<file path="src/rtl/load_store_unit_pkg.sv">
// load_store_unit_pkg: size codes, funct3 field index, FSM states and alignment helper shared by the LSU files.
package load_store_unit_pkg;
  localparam logic [1:0] LSU_SIZE_BYTE = 2'd0;
  localparam logic [1:0] LSU_SIZE_HALF = 2'd1;
  localparam logic [1:0] LSU_SIZE_WORD = 2'd2;
  localparam int LSU_F3_UNSIGNED = 2;
  typedef enum logic [2:0] {
    ST_IDLE, ST_ACCESS, ST_WAIT, ST_RESPOND, ST_ACCESS_HI, ST_WAIT_HI
  } lsu_state_e;
  function automatic logic lsu_misaligned(input logic [1:0] size, input logic [1:0] off);
    return (size == LSU_SIZE_HALF && off[0]) || (size == LSU_SIZE_WORD && off != 2'd0);
  endfunction
endpackage

</file>
<file path="src/rtl/load_store_unit_align.sv">
// lsu_align: load lane extraction/extension over a two-word window, store lane rotation and write-mask generation.
module lsu_align
  import load_store_unit_pkg::*;
(
  input  logic [2:0]  funct3,
  input  logic [1:0]  offset,
  input  logic        hi_sel,
  input  logic [31:0] lo,
  input  logic [31:0] hi,
  input  logic [31:0] store_data,
  output logic [31:0] load_data,
  output logic [31:0] store_word,
  output logic [3:0]  mask
);
  logic [31:0] win;
  logic [31:0] rep;
  logic [7:0]  en;
  logic [3:0]  size_en;
  logic        sign;
  logic [1:0]  size;
  // Rotating the replicated data puts store byte k in lane (offset+k)%4, valid for both words of a split access.
  always_comb begin
    size = funct3[1:0];
    win = 32'({hi, lo} >> {offset, 3'b000});
    sign = ~funct3[LSU_F3_UNSIGNED] & (size == LSU_SIZE_BYTE ? win[7] : size == LSU_SIZE_HALF ? win[15] : win[31]);
    load_data = size == LSU_SIZE_BYTE ? {{24{sign}}, win[7:0]} :
                size == LSU_SIZE_HALF ? {{16{sign}}, win[15:0]} : win;
    rep = size == LSU_SIZE_BYTE ? {4{store_data[7:0]}} :
          size == LSU_SIZE_HALF ? {2{store_data[15:0]}} : store_data;
    store_word = 32'({rep, rep} >> (6'd32 - {1'b0, offset, 3'b000}));
    size_en = size == LSU_SIZE_BYTE ? 4'b0001 : size == LSU_SIZE_HALF ? 4'b0011 : 4'b1111;
    en = {4'b0000, size_en} << offset;
    mask = hi_sel ? ~en[7:4] : ~en[3:0];
  end
endmodule

</file>
<file path="src/rtl/load_store_unit.sv">
// load_store_unit: load/store sequencer in front of memory_bus; LSU_MISALIGNED_SPLIT_EN turns misaligned
// half/word accesses into two bus accesses instead of errors.
module load_store_unit
  import load_store_unit_pkg::*;
#(
  parameter int READ_LATENCY = 1,
  parameter int ADDR_WIDTH = 16
) (
  input  logic                  clk,
  input  logic                  reset_n,
  input  logic                  req_valid,
  output logic                  req_ready,
  input  logic                  req_write,
  input  logic [2:0]            req_funct3,
  input  logic [ADDR_WIDTH-1:0] req_address,
  input  logic [31:0]           req_data,
  output logic                  resp_valid,
  output logic [31:0]           resp_data,
  output logic                  resp_error,
  output logic [ADDR_WIDTH-1:0] bus_address,
  output logic [31:0]           bus_data_in,
  output logic [3:0]            bus_write_mask,
  output logic                  bus_enable,
  output logic                  bus_write_enable,
  input  logic [31:0]           bus_data_out
);
  localparam logic [2:0] LAST = 3'(READ_LATENCY - 1);
  lsu_state_e state;
  logic        r_write;
  logic [2:0]  r_f3;
  logic [1:0]  r_off;
  logic [2:0]  cnt;
  logic        bad_f3;
  logic        req_err;
  logic [31:0] lo_sel;
  logic [31:0] load_data;
  logic [31:0] store_word;
  logic [3:0]  mask;
`ifdef LSU_MISALIGNED_SPLIT_EN
  logic        r_mis;
  logic [31:0] lo_q;
  assign lo_sel = state == ST_WAIT_HI ? lo_q : bus_data_out;
  assign req_err = bad_f3;
`else
  assign lo_sel = bus_data_out;
  assign req_err = bad_f3 | lsu_misaligned(req_funct3[1:0], req_address[1:0]);
`endif
  assign bad_f3 = req_funct3[1:0] == 2'd3 || (req_write && req_funct3[LSU_F3_UNSIGNED]);
  // In IDLE the aligner looks at the live request so store lanes are registered on the accept edge.
  lsu_align u_align (
    .funct3     (state == ST_IDLE ? req_funct3 : r_f3),
    .offset     (state == ST_IDLE ? req_address[1:0] : r_off),
    .hi_sel     (state == ST_ACCESS),
    .lo         (lo_sel),
    .hi         (bus_data_out),
    .store_data (req_data),
    .load_data  (load_data),
    .store_word (store_word),
    .mask       (mask)
  );
  always_ff @(posedge clk or negedge reset_n)
    if (!reset_n) begin
      state <= ST_IDLE;
      req_ready <= 1'b1;
      resp_valid <= 1'b0;
      resp_error <= 1'b0;
      resp_data <= '0;
      bus_enable <= 1'b0;
      bus_write_enable <= 1'b0;
      bus_address <= '0;
      bus_data_in <= '0;
      bus_write_mask <= 4'hF;
      r_write <= 1'b0;
      r_f3 <= '0;
      r_off <= '0;
      cnt <= '0;
`ifdef LSU_MISALIGNED_SPLIT_EN
      r_mis <= 1'b0;
      lo_q <= '0;
`endif
    end else begin
      case (state)
        ST_IDLE: if (req_valid) begin
          r_write <= req_write;
          r_f3 <= req_funct3;
          r_off <= req_address[1:0];
          req_ready <= 1'b0;
`ifdef LSU_MISALIGNED_SPLIT_EN
          r_mis <= lsu_misaligned(req_funct3[1:0], req_address[1:0]);
`endif
          if (req_err) begin
            state <= ST_RESPOND;
            resp_valid <= 1'b1;
            resp_error <= 1'b1;
            resp_data <= '0;
          end else begin
            state <= ST_ACCESS;
            bus_enable <= 1'b1;
            bus_address <= {req_address[ADDR_WIDTH-1:2], 2'b00};
            bus_write_enable <= req_write;
            if (req_write) begin
              bus_data_in <= store_word;
              bus_write_mask <= mask;
            end
          end
        end
        ST_ACCESS: begin
          cnt <= '0;
          if (!r_write) state <= ST_WAIT;
`ifdef LSU_MISALIGNED_SPLIT_EN
          else if (r_mis) begin
            state <= ST_ACCESS_HI;
            bus_address <= bus_address + ADDR_WIDTH'(4);
            bus_write_mask <= mask;
          end
`endif
          else begin
            state <= ST_RESPOND;
            resp_valid <= 1'b1;
            resp_data <= '0;
            bus_enable <= 1'b0;
            bus_write_enable <= 1'b0;
            bus_write_mask <= 4'hF;
          end
        end
        ST_WAIT: if (cnt != LAST) cnt <= cnt + 3'd1;
`ifdef LSU_MISALIGNED_SPLIT_EN
        else if (r_mis) begin
          state <= ST_ACCESS_HI;
          lo_q <= bus_data_out;
          bus_address <= bus_address + ADDR_WIDTH'(4);
        end
`endif
        else begin
          state <= ST_RESPOND;
          resp_valid <= 1'b1;
          resp_data <= load_data;
          bus_enable <= 1'b0;
        end
`ifdef LSU_MISALIGNED_SPLIT_EN
        ST_ACCESS_HI: begin
          cnt <= '0;
          if (!r_write) state <= ST_WAIT_HI;
          else begin
            state <= ST_RESPOND;
            resp_valid <= 1'b1;
            resp_data <= '0;
            bus_enable <= 1'b0;
            bus_write_enable <= 1'b0;
            bus_write_mask <= 4'hF;
          end
        end
        ST_WAIT_HI: if (cnt != LAST) cnt <= cnt + 3'd1;
        else begin
          state <= ST_RESPOND;
          resp_valid <= 1'b1;
          resp_data <= load_data;
          bus_enable <= 1'b0;
        end
`endif
        ST_RESPOND: begin
          state <= ST_IDLE;
          resp_valid <= 1'b0;
          resp_error <= 1'b0;
          req_ready <= 1'b1;
        end
        default: state <= ST_IDLE;
      endcase
    end
endmodule

</file>
<file path="config.mk">
export PLATFORM = sky130hd
export DESIGN_NAME = load_store_unit
export DESIGN_NICKNAME = d
export VERILOG_FILES = /design/src/rtl/load_store_unit_pkg.sv /design/src/rtl/load_store_unit_align.sv /design/src/rtl/load_store_unit.sv
export SDC_FILE = /design/constraint.sdc
export NUM_CORES = 1
export LEC_CHECK = 0
export CAP_MARGIN = 10
export CORE_MARGIN = 4
export CORE_UTILIZATION = 44
export CTS_CLUSTER_DIAMETER = 30
export DETAILED_ROUTE_END_ITERATION = 7
export HOLD_SLACK_MARGIN = 0.05
export PLACE_DENSITY_LB_ADDON = 0.15
export SLEW_MARGIN = 20
export SYNTH_ARGS = -nofsm -noshare
export SYNTH_HDL_FRONTEND = slang
export SYNTH_SLANG_ARGS = --single-unit
</file>
<file path="constraint.sdc">
create_clock -name clk -period 2.3 [get_ports clk]
set_input_delay 0.46 -clock clk [delete_from_list [all_inputs] [get_ports clk]]
set_output_delay 0.46 -clock clk [all_outputs]
set_load 0.01 [all_outputs]
</file>
# ---- Word level (Yosys, flattened, before mapping)
# Index checks and enable logic that the tools add are counted.
dict set report totals {
  word_cells 107
  inputBits 87
  reg_bits 99
  out_inout_bits 89
}
dict set report op_classes {
  reduce_logical 26
  n_mux 43
  eq_ne 14
  n_addsub 2
  bitwise 5
  shifts 3
}
# op n
set ops {}
lappend ops {{32-bit 2-to-1 mux} 8}
lappend ops {{32-bit one-hot mux with 3 select lines} 1}
lappend ops {{64-bit by 5-bit >> shifter with 32-bit output} 1}
lappend ops {{64-bit by 6-bit >> shifter with 32-bit output} 1}
lappend ops {{4-bit 2-to-1 mux} 6}
lappend ops {{5-bit AND reduction} 4}
lappend ops {{1-bit 2-to-1 mux} 14}
lappend ops {{2-bit != test (second input constant)} 7}
lappend ops {{3-bit 2-to-1 mux} 4}
lappend ops {{3-bit one-hot mux with 3 select lines} 1}
lappend ops {{4-bit one-hot mux with 2 select lines} 1}
lappend ops {{2-bit AND reduction} 4}
lappend ops {{4-bit AND reduction} 2}
lappend ops {{2-bit nonzero test} 4}
lappend ops {{3-bit by 2-bit equality test with 1-bit output (second input constant)} 2}
lappend ops {{1-bit one-hot mux with 2 select lines} 3}
lappend ops {{3-bit one-hot mux with 2 select lines} 1}
lappend ops {{3-bit AND reduction} 2}
lappend ops {{3-bit nonzero test} 2}
lappend ops {{6-bit by 5-bit subtractor with 6-bit output (first input constant)} 1}
lappend ops {{2-bit by 1-bit equality test with 1-bit output (second input constant)} 2}
lappend ops {{2-bit equality test (second input constant)} 2}
lappend ops {{2-bit 2-to-1 mux} 2}
lappend ops {{4-bit inverter} 1}
lappend ops {{other kinds (13)} 17}

# ---- Depth between registers and ports, before layout
dict set report logic_depth {
  depth_word 11
  mapped_depth 11
}

# ---- By module
# A second synthesis with hierarchy kept.
dict set report unflattened {
  cells_unflattened 611
  hier_area_um2 6104.6
}
# module seq_area_each_um2 area_each_um2 cells_per_inst n_inst
set modules_own_cells {}
lappend modules_own_cells {load_store_unit 2458.6 4023.9 313 1}
lappend modules_own_cells {lsu_align 0.0 2080.7 298 1}

# ---- Least setup slack after synthesis
# No wires, ideal clock.
dict set report synth_path {
  path_kind {flip-flop to flip-flop}
  startpoint {reg state[0]}
  endpoint {reg resp_data[17]}
  period_less_slack_ps 2379
  setup_ps 135
  stages_incl_launch_ff 9
  t_required_ps 2165
  path_slack_ps -79
  arrival_ps 2244
  path_cell_list {dfrtp_1 > inv_1 > ha_1 > buf_6 > mux2i_4 > mux4_2 > o21a_1 > a31oi_2 > o31ai_1}
}
dict set report synth_via {
  elab_chain_cells 10
  word_cells_on_any_way 22
}
# item line_no
set synth_rtl {}
lappend synth_rtl {{start, declared} load_store_unit.sv:28} ;# lsu_state_e state;
lappend synth_rtl {{start signal, assigned} load_store_unit.sv:63} ;# state <= ST_IDLE;
lappend synth_rtl {{start signal, assigned} load_store_unit.sv:92} ;# state <= ST_RESPOND;
lappend synth_rtl {{start signal, assigned} load_store_unit.sv:97} ;# state <= ST_ACCESS;
lappend synth_rtl {{3-bit zero test} {load_store_unit.sv:51, load_store_unit.sv:52, load_store_unit.sv:82}}
lappend synth_rtl {{2-bit 2-to-1 mux / 3-bit 2-to-1 mux (equally long branches)} {load_store_unit.sv:52, load_store_unit.sv:51}}
lappend synth_rtl {{64-bit by 5-bit >> shifter with 32-bit output / 2-bit by 1-bit equality test with 1-bit output (equally long branches)} {load_store_unit_align.sv:24, load_store_unit_align.sv:25, load_store_unit_align.sv:27}}
lappend synth_rtl {{1-bit 2-to-1 mux (2 in a row)} load_store_unit_align.sv:25} ;# sign = ~funct3[LSU_F3_UNSIGNED] & (size == LSU_SIZE_BYTE ? win[7] : size == LSU_SIZE_HALF ? win[15] : win[31]) ...
lappend synth_rtl {{1-bit bitwise AND} load_store_unit_align.sv:25}
lappend synth_rtl {{32-bit 2-to-1 mux} load_store_unit_align.sv:27} ;# size == LSU_SIZE_HALF ? {{16{sign}}, win[15:0]} : win;
lappend synth_rtl {{32-bit 2-to-1 mux} load_store_unit_align.sv:26} ;# load_data = size == LSU_SIZE_BYTE ? {{24{sign}}, win[7:0]} :
lappend synth_rtl {{32-bit 2-to-1 mux} load_store_unit.sv:126} ;# ST_WAIT: if (cnt != LAST) cnt <= cnt + 3'd1;
lappend synth_rtl {{32-bit one-hot mux with 3 select lines} load_store_unit.sv:82} ;# case (state)
lappend synth_rtl {{end signal, assigned} load_store_unit.sv:137} ;# resp_data <= load_data;
lappend synth_rtl {{end, declared} load_store_unit.sv:18} ;# output logic [31:0] resp_data,
# Parallel ways exist; a longest one is shown, timed or not. The select of a mux whose other input is x is not followed.
# A chain may end at the register's enable or synchronous reset.

# ---- Worst setup path in the final report
dict set report layout_path {
  startpoint {reg state[0]}
  endpoint {reg resp_data[27]}
}
# Same word-level chain as after synthesis.

==> impl_metrics.tcl <==
set metrics [dict create \
    multi_input_comb_area_mm2 0.00364 \
    antenna_violating_nets_post_route 0 \
    seq_power_share_pct 19.0 \
    timing.final.hold_violations 0 \
    synth_seq_area_share_pct 40.6 \
    grt_first_pass_wirelength_mm 31.1 \
    floorplan.die_area_mm2 0.0157 \
    final.min_clock_period_ns 2.29 \
    post_synth_edffs 0 \
    arrival_ns 2.52 \
    antenna_violations_before_repair 0 \
    rsz0062_at_grt "true" \
    max-cap-violations 0 \
    timing_worst_setup_path_type "register to register" \
    die_height_um 125 \
    number_of_vias_in_the_routed_layout 5955 \
    fin_skew_ns 0.00647 \
    hpwl_reported_at_the_end_of_detailed_placement_mm 14.6 \
    finalSetupViolations 0 \
    postCtsHoldBufs 0 \
    synthesis.area_mm2 0.00606 \
    syn_avg_cell_area_um2 9.81 \
    tritoncts.num_buffers 9 \
    dr.first_iter.drc_count 481 \
    timing.hold.worst.class "input port to async pin" \
    grt_max_degree 66 \
    combinationalPowerShare_pct 71.6 \
    worst_ir_drop_vdd_mv 0.795 \
    worstPathRequired_ns 2.52 \
    first_global_vias 6095 \
    cts.clk_slew.worst_paths_ns 0.06 \
    die_w_um 125 \
    category_of_the_worst_setup_path_launch_point "register" \
    cts_max_level 3 \
    fillers 1032 \
    totalNegativeSetupSlack_ns 0 \
    asyncSetResetFlopFracSynth_pct 100 \
    syn_warnings 0 \
    route.detailed.wl_per_inst_um 19.3 \
    cts.path.max_buffers 2 \
    critical_path.max_fanout 8 \
    total_power_mw 15.0 \
    cell_internal_pwr_mw 8.70 \
    setup.worst_path.end_class "register" \
    row_count 42 \
    drt_pass1_iterations 5 \
    global_route.overflow_total 0 \
    clock_root_buffer "sky130_fd_sc_hd__clkbuf_16" \
    power_switching_mw 6.34 \
    routed_wirelength_mm 19.8 \
    route.detailed.vias_per_inst 5.79 \
    switching_share_pct 42.2 \
    insertedDiodeCount 0 \
    worstSkewPairLatency_ns 0.35 \
    clock_sink_count 98 \
    clockPowerShare_pct 9.4 \
    netlist_instances 617 \
    net_count_reported_at_finish 940 \
    power_per_cell_area_mw_per_mm2 1630 \
    max_clock_freq_mhz 436 \
    commonest_register_cell_after_synthesis "sky130_fd_sc_hd__dfrtp_1" \
    finalWeightedCongestion 0.902 \
    maxSlewViolCount 0 \
    area_growth_syn_to_layout_pct 52.5 \
    run_status "finished, final reports clean" \
    groute.usage.overall_pct 24.4 \
    final_layout_size_suffix_gt1_share_pct 26.6 \
    initial_core_util_pct 45.4 \
    p_leak_nw 3.90 \
    slew_headroom_pct 60.4 \
    synthDistinctLibCells 53 \
    tightest_slew_ns 0.594 \
    final-seq-area_mm2 0.00246 \
    final_min_period_over_clock_period_pct 99.7 \
    placement.io_buffers 173 \
    drcViolationCount 0 \
    reg2regPathDepth 8 \
    synth-seq-cells 98 \
    cts_tree "built" \
    design.core.area_mm2 0.0133 \
    pin_count 176 \
]
[final timing paths]
path,start,endpoint,slack (ns)
setup / recovery,state[0]$_DFFE_PN0P_,resp_data[27]$_DFFE_PN0P_,0.007
hold / removal,reset_n,bus_address[15]$_DFFE_PN0P_,0.11
setup reg to reg,state[0]$_DFFE_PN0P_,resp_data[27]$_DFFE_PN0P_,0.007
hold reg to reg,resp_data[10]$_DFFE_PN0P_,resp_data[10]$_DFFE_PN0P_,0.48
max in group asynchronous,reset_n,resp_data[17]$_DFFE_PN0P_,1.46
min in group clk,resp_data[10]$_DFFE_PN0P_,resp_data[10]$_DFFE_PN0P_,0.48
[placed cells by master (no fill, tap or decap), types with 6 or more instances in the layout]
master,synthesis,routed
sky130_fd_sc_hd__buf_6,4,8
sky130_fd_sc_hd__nand2_1,110,110
sky130_fd_sc_hd__buf_12,0,12
sky130_fd_sc_hd__o21ai_1,0,8
sky130_fd_sc_hd__inv_1,8,6
sky130_fd_sc_hd__o31ai_1,20,15
sky130_fd_sc_hd__buf_4,3,73
sky130_fd_sc_hd__a2bb2oi_1,16,9
sky130_fd_sc_hd__o211ai_1,17,17
sky130_fd_sc_hd__o21ai_0,40,32
sky130_fd_sc_hd__nor2_1,28,26
sky130_fd_sc_hd__a22oi_1,21,9
sky130_fd_sc_hd__dfrtp_1,93,93
sky130_fd_sc_hd__clkbuf_16,0,9
sky130_fd_sc_hd__mux2i_2,3,8
sky130_fd_sc_hd__clkdlybuf4s50_1,0,170
sky130_fd_sc_hd__a21oi_1,53,50
sky130_fd_sc_hd__mux2i_1,36,28
sky130_fd_sc_hd__nand3_1,17,17
sky130_fd_sc_hd__a22oi_2,0,12
sky130_fd_sc_hd__mux4_2,21,21
sky130_fd_sc_hd__mux2_2,32,27
sky130_fd_sc_hd__a2bb2oi_2,0,7
[sequential cells by signal (all words and copies together), names as in the netlist, 2 cells and up]
signal,count
cnt,3
state,2
r_f3,3
bus_data_in,32
bus_write_mask,4
resp_data,32
bus_address,14
r_off,2
[cells by family after synthesis]
kind of cell / count (synthesis) / synth area share [%]
flip-flops: 98 / 40.6
AND/OR/NAND/NOR: 169 / 11.7
adder cells (fa/ha/maj): 6 / 1.24
other: 1 / 0.0619
XOR/XNOR: 2 / 0.289
buffers and inverters: 58 / 4.48
AO/OA/AOI/OAI: 190 / 20.9
multiplexers: 93 / 20.8
[timing repair]
item / in CTS / in global routing
setup endpoints to repair: 60 / 56
resized for setup: 6 / 70
pin swaps: 2 / 15
gates cloned: 0 / 2
setup buffers: 0 / 7
[area by class of cell]
cell class / instances / share of cell area (%)
multi-input cells: 462 / 39.4
clock inverters: 4 / 0.298
flip-flops and latches: 98 / 26.6
repair buffers: 266 / 28.3
clock buffers: 12 / 2.67
well taps: 176 / 2.38
inverters: 10 / 0.406
[critical path, stage by stage (launching register included)]
cell and delay [ns]:
sky130_fd_sc_hd__dfrtp_1 0.40, sky130_fd_sc_hd__inv_2 0.09, sky130_fd_sc_hd__ha_4 0.21, sky130_fd_sc_hd__mux2i_4 0.28, sky130_fd_sc_hd__mux4_2 0.55, sky130_fd_sc_hd__o21a_4 0.23
sky130_fd_sc_hd__a31oi_4 0.20, sky130_fd_sc_hd__buf_12 0.15, sky130_fd_sc_hd__o31ai_1 0.07
[metal layers]
layer | GRT usage [%] | up-vias | wire length, um
met5 | 0 | - | 0
met1 | 30.1 | 2885 | 8180
li1 | - | 2736 | -
met2 | 41.3 | 278 | 9690
met3 | 5.46 | 56 | 1360
met4 | 10.6 | 0 | 588
[synthesized netlist by cell type (3+ instances only)]
master,instances,share of area [%]
sky130_fd_sc_hd__a31oi_1,3,0.31
sky130_fd_sc_hd__mux4_2,21,7.8
sky130_fd_sc_hd__o31ai_1,20,2.5
sky130_fd_sc_hd__a22oi_1,21,2.6
sky130_fd_sc_hd__buf_2,10,0.83
sky130_fd_sc_hd__o21ai_0,40,3.3
sky130_fd_sc_hd__o211ai_1,17,2.1
sky130_fd_sc_hd__dfrtp_1,93,38
sky130_fd_sc_hd__buf_4,3,0.37
sky130_fd_sc_hd__ha_1,6,1.2
sky130_fd_sc_hd__a21oi_1,53,4.4
sky130_fd_sc_hd__clkbuf_1,29,1.8
sky130_fd_sc_hd__a211oi_1,3,0.37
sky130_fd_sc_hd__nor3_1,3,0.25
sky130_fd_sc_hd__mux2i_2,3,0.68
sky130_fd_sc_hd__mux2_2,32,6.0
sky130_fd_sc_hd__mux2i_1,36,6.0
sky130_fd_sc_hd__buf_6,4,0.74
sky130_fd_sc_hd__nand3_1,17,1.4
sky130_fd_sc_hd__nor2_1,28,1.7
sky130_fd_sc_hd__a2bb2oi_1,16,2.3
sky130_fd_sc_hd__inv_1,8,0.50
sky130_fd_sc_hd__dfstp_2,5,2.2
sky130_fd_sc_hd__nand2_1,110,6.8
[stage by stage]
| stage | hold WS (ns) | instance area (um2) | cells | utilization (%) | setup WS (ns) |
|---|---|---|---|---|---|
| final | 0.109 | 9240 | 1028 | 69.2 | 0.00718 |
| after global routing | 0.140 | 9240 | 1028 | 69.2 | -0.0766 |
| after CTS | 0.126 | 8870 | 1019 | 66.5 | -0.00124 |
| after detailed placement | 0.471 | 8580 | 1003 | 64.3 | -0.304 |
| after global placement | 0.457 | 8580 | 1003 | 64.3 | -0.251 |
| after floorplan | 0.164 | 6070 | 618 | - | -0.0692 |
[power groups by stage]
stage               clock network [mW]  registers, mW  logic (mW)
floorplan                            0           3.06        5.17
global placement                     0           2.84        9.30
detailed placement                   0           2.87        9.53
CTS                               1.45           2.85        9.64
global route                      1.53           2.93        11.5
finish                            1.41           2.85        10.8
Power figures use the tool's default switching activity.
==> variant: new RTL, same flow settings <==
Make the reset (`reset_n`) synchronous in one clocked block.
--- a/src/rtl/load_store_unit.sv
+++ b/src/rtl/load_store_unit.sv
@@ -60,3 +60,3 @@
   );
-  always_ff @(posedge clk or negedge reset_n)
+  always_ff @(posedge clk)
     if (!reset_n) begin
Behaviour: differs if reset_n is asserted again (counterexample within 4 cycles, from zero or initial values and one cycle with reset_n low); with reset_n held inactive, the same outputs for 4 cycles.
==> variant against the unedited design <==
- the flow now finishes with violations (negative setup slack)
- setup slack worse by 0.020 ns
- routed wire length up 2.6%
- critical path type unchanged
- sequential cell count unchanged
- synthesized area down 7.5%
- count of clock-buffer cells in the layout down 3
- design area down 6.1%
Power is not compared: it rests on default switching activity, and its combinational part moved more than twofold at a synthesized area within 25%.
==> variant: results (changes against the unedited design) <==
area post-placement - 0.00809 mm² (was 0.00858 mm²)
M2 GR Usage - 42.8% (was 41.3%)
Worst path top cell family by delay - simple AND/OR/NAND/NOR gates (was multiplexers)
Avg Synthesized Cell Area - 8.04 µm² (was 9.81 µm²)
CLK BUF - 9 (was 12)
Vias - 6452 (was 5955)
grt met3 use - 5.47% (was 5.46%)
WHS - 0.452 ns (was 0.109 ns)
sequential cell count - 98 (unchanged)
NonClk Buf Share - 29.7% (was 28.3%)
total track usage - 27.1% (was 24.4%)
first-pass GRT wire length - 31900 µm (was 31100 µm)
Sequential Area - 0.00196 mm² (was 0.00246 mm²)
nets - 1017 (was 940)
R2R Path End - resp_data[29]$_SDFFE_PN0P_ (was resp_data[27]$_DFFE_PN0P_)
Worst EP arrival - 2.61 ns (was 2.52 ns)
RD Place Congestion - 0.964 (was 0.902)
Signal inverters - 18 (was 10)
layout cells sized above 1 - 18.0% (was 26.6%)
worst min path class - register to register (was input port to asynchronous set/reset pin)
Routed wire per std cell - 18.5 µm (was 19.3 µm)
WL met1 - 8460 µm (was 8180 µm)
multi-input combinational area share - 40.7% (was 39.4%)
Setup TNS - -0.0130 ns (was 0 ns)
vias in the first global route - 6382 (was 6095)
initial drt markers - 502 (was 481)
DP HPWL - 14700 µm (was 14600 µm)
final WL - 20300 µm (was 19800 µm)
DP Worst Slack - -0.337 ns (was -0.304 ns)
Mapped Area - 0.00560 mm² (was 0.00606 mm²)
top_reg_cell synth - dfxtp_1 (was dfrtp_1)
number of endpoints failing setup at the final stage - 2 (was 0)
Setup crit start - state[0]$_SDFFE_PN0P_ (was state[0]$_DFFE_PN0P_)
largest net degree at the start of global routing - 43 (was 66)
met3 routed WL - 1570 µm (was 1360 µm)
failing checks - negative setup slack
Placed Cells incl. Taps - 1074 (was 1003)
metal2 WL - 9480 µm (was 9690 µm)
Synth area leaders - dfxtp_1 35%, mux2i_1 9.3%, nand2_1 8.7% (was dfrtp_1 38%, mux4_2 7.8%, nand2_1 6.8%)
Async SR Flop Fraction - 0% (was 100%)
register area share after synthesis - 35.0% (was 40.6%)
Filler cells - 958 (was 1032)
clk slew on worst S/H paths - 0.08 ns (was 0.06 ns)
fin util - 71.0% (was 69.2%)
status - finished with violations (was finished, final reports clean)
slowest stage delay, CP - 0.62 ns (was 0.55 ns)
final worst slack - -0.0126 ns (was 0.00718 ns)
slowest stage cell, crit path - or4_4 (was mux4_2)
==> variant: cell types whose count changed after synthesis, sizes merged, moves of 14 or more <==
cell and change:
a211oi +17, a21oi +17, a22oi -18, a32oi +27, dfrtp -93, dfxtp +98
mux2 -31, mux2i +15, mux4 -17, nand2 +29, nor2 +14, o31ai -19
==> variant: logic make-up (layout without fill, tap and decap cells) <==
| group | after synthesis | in the layout | synth area share, % |
|---|---|---|---|
| compound gates | 224 | 224 | 27.2 |
| xor+xnor | 2 | 2 | 0.313 |
| fa+ha+maj | 6 | 6 | 1.34 |
| buf+inv | 70 | 300 | 5.36 |
| flops | 98 | 98 | 35.0 |
| mux | 60 | 60 | 12.0 |
| other cells | 1 | 2 | 0.0669 |
| simple gates | 236 | 237 | 18.7 |
==> variant: what timing repair did <==
item / CTS / global route
gates cloned: 1 / 2
endpoints found under the hold margin: 0 / 0
buffers inserted: 2 / 2
pin swaps: 4 / 8
gates resized for setup: 12 / 25
setup endpoints to repair: 36 / 63
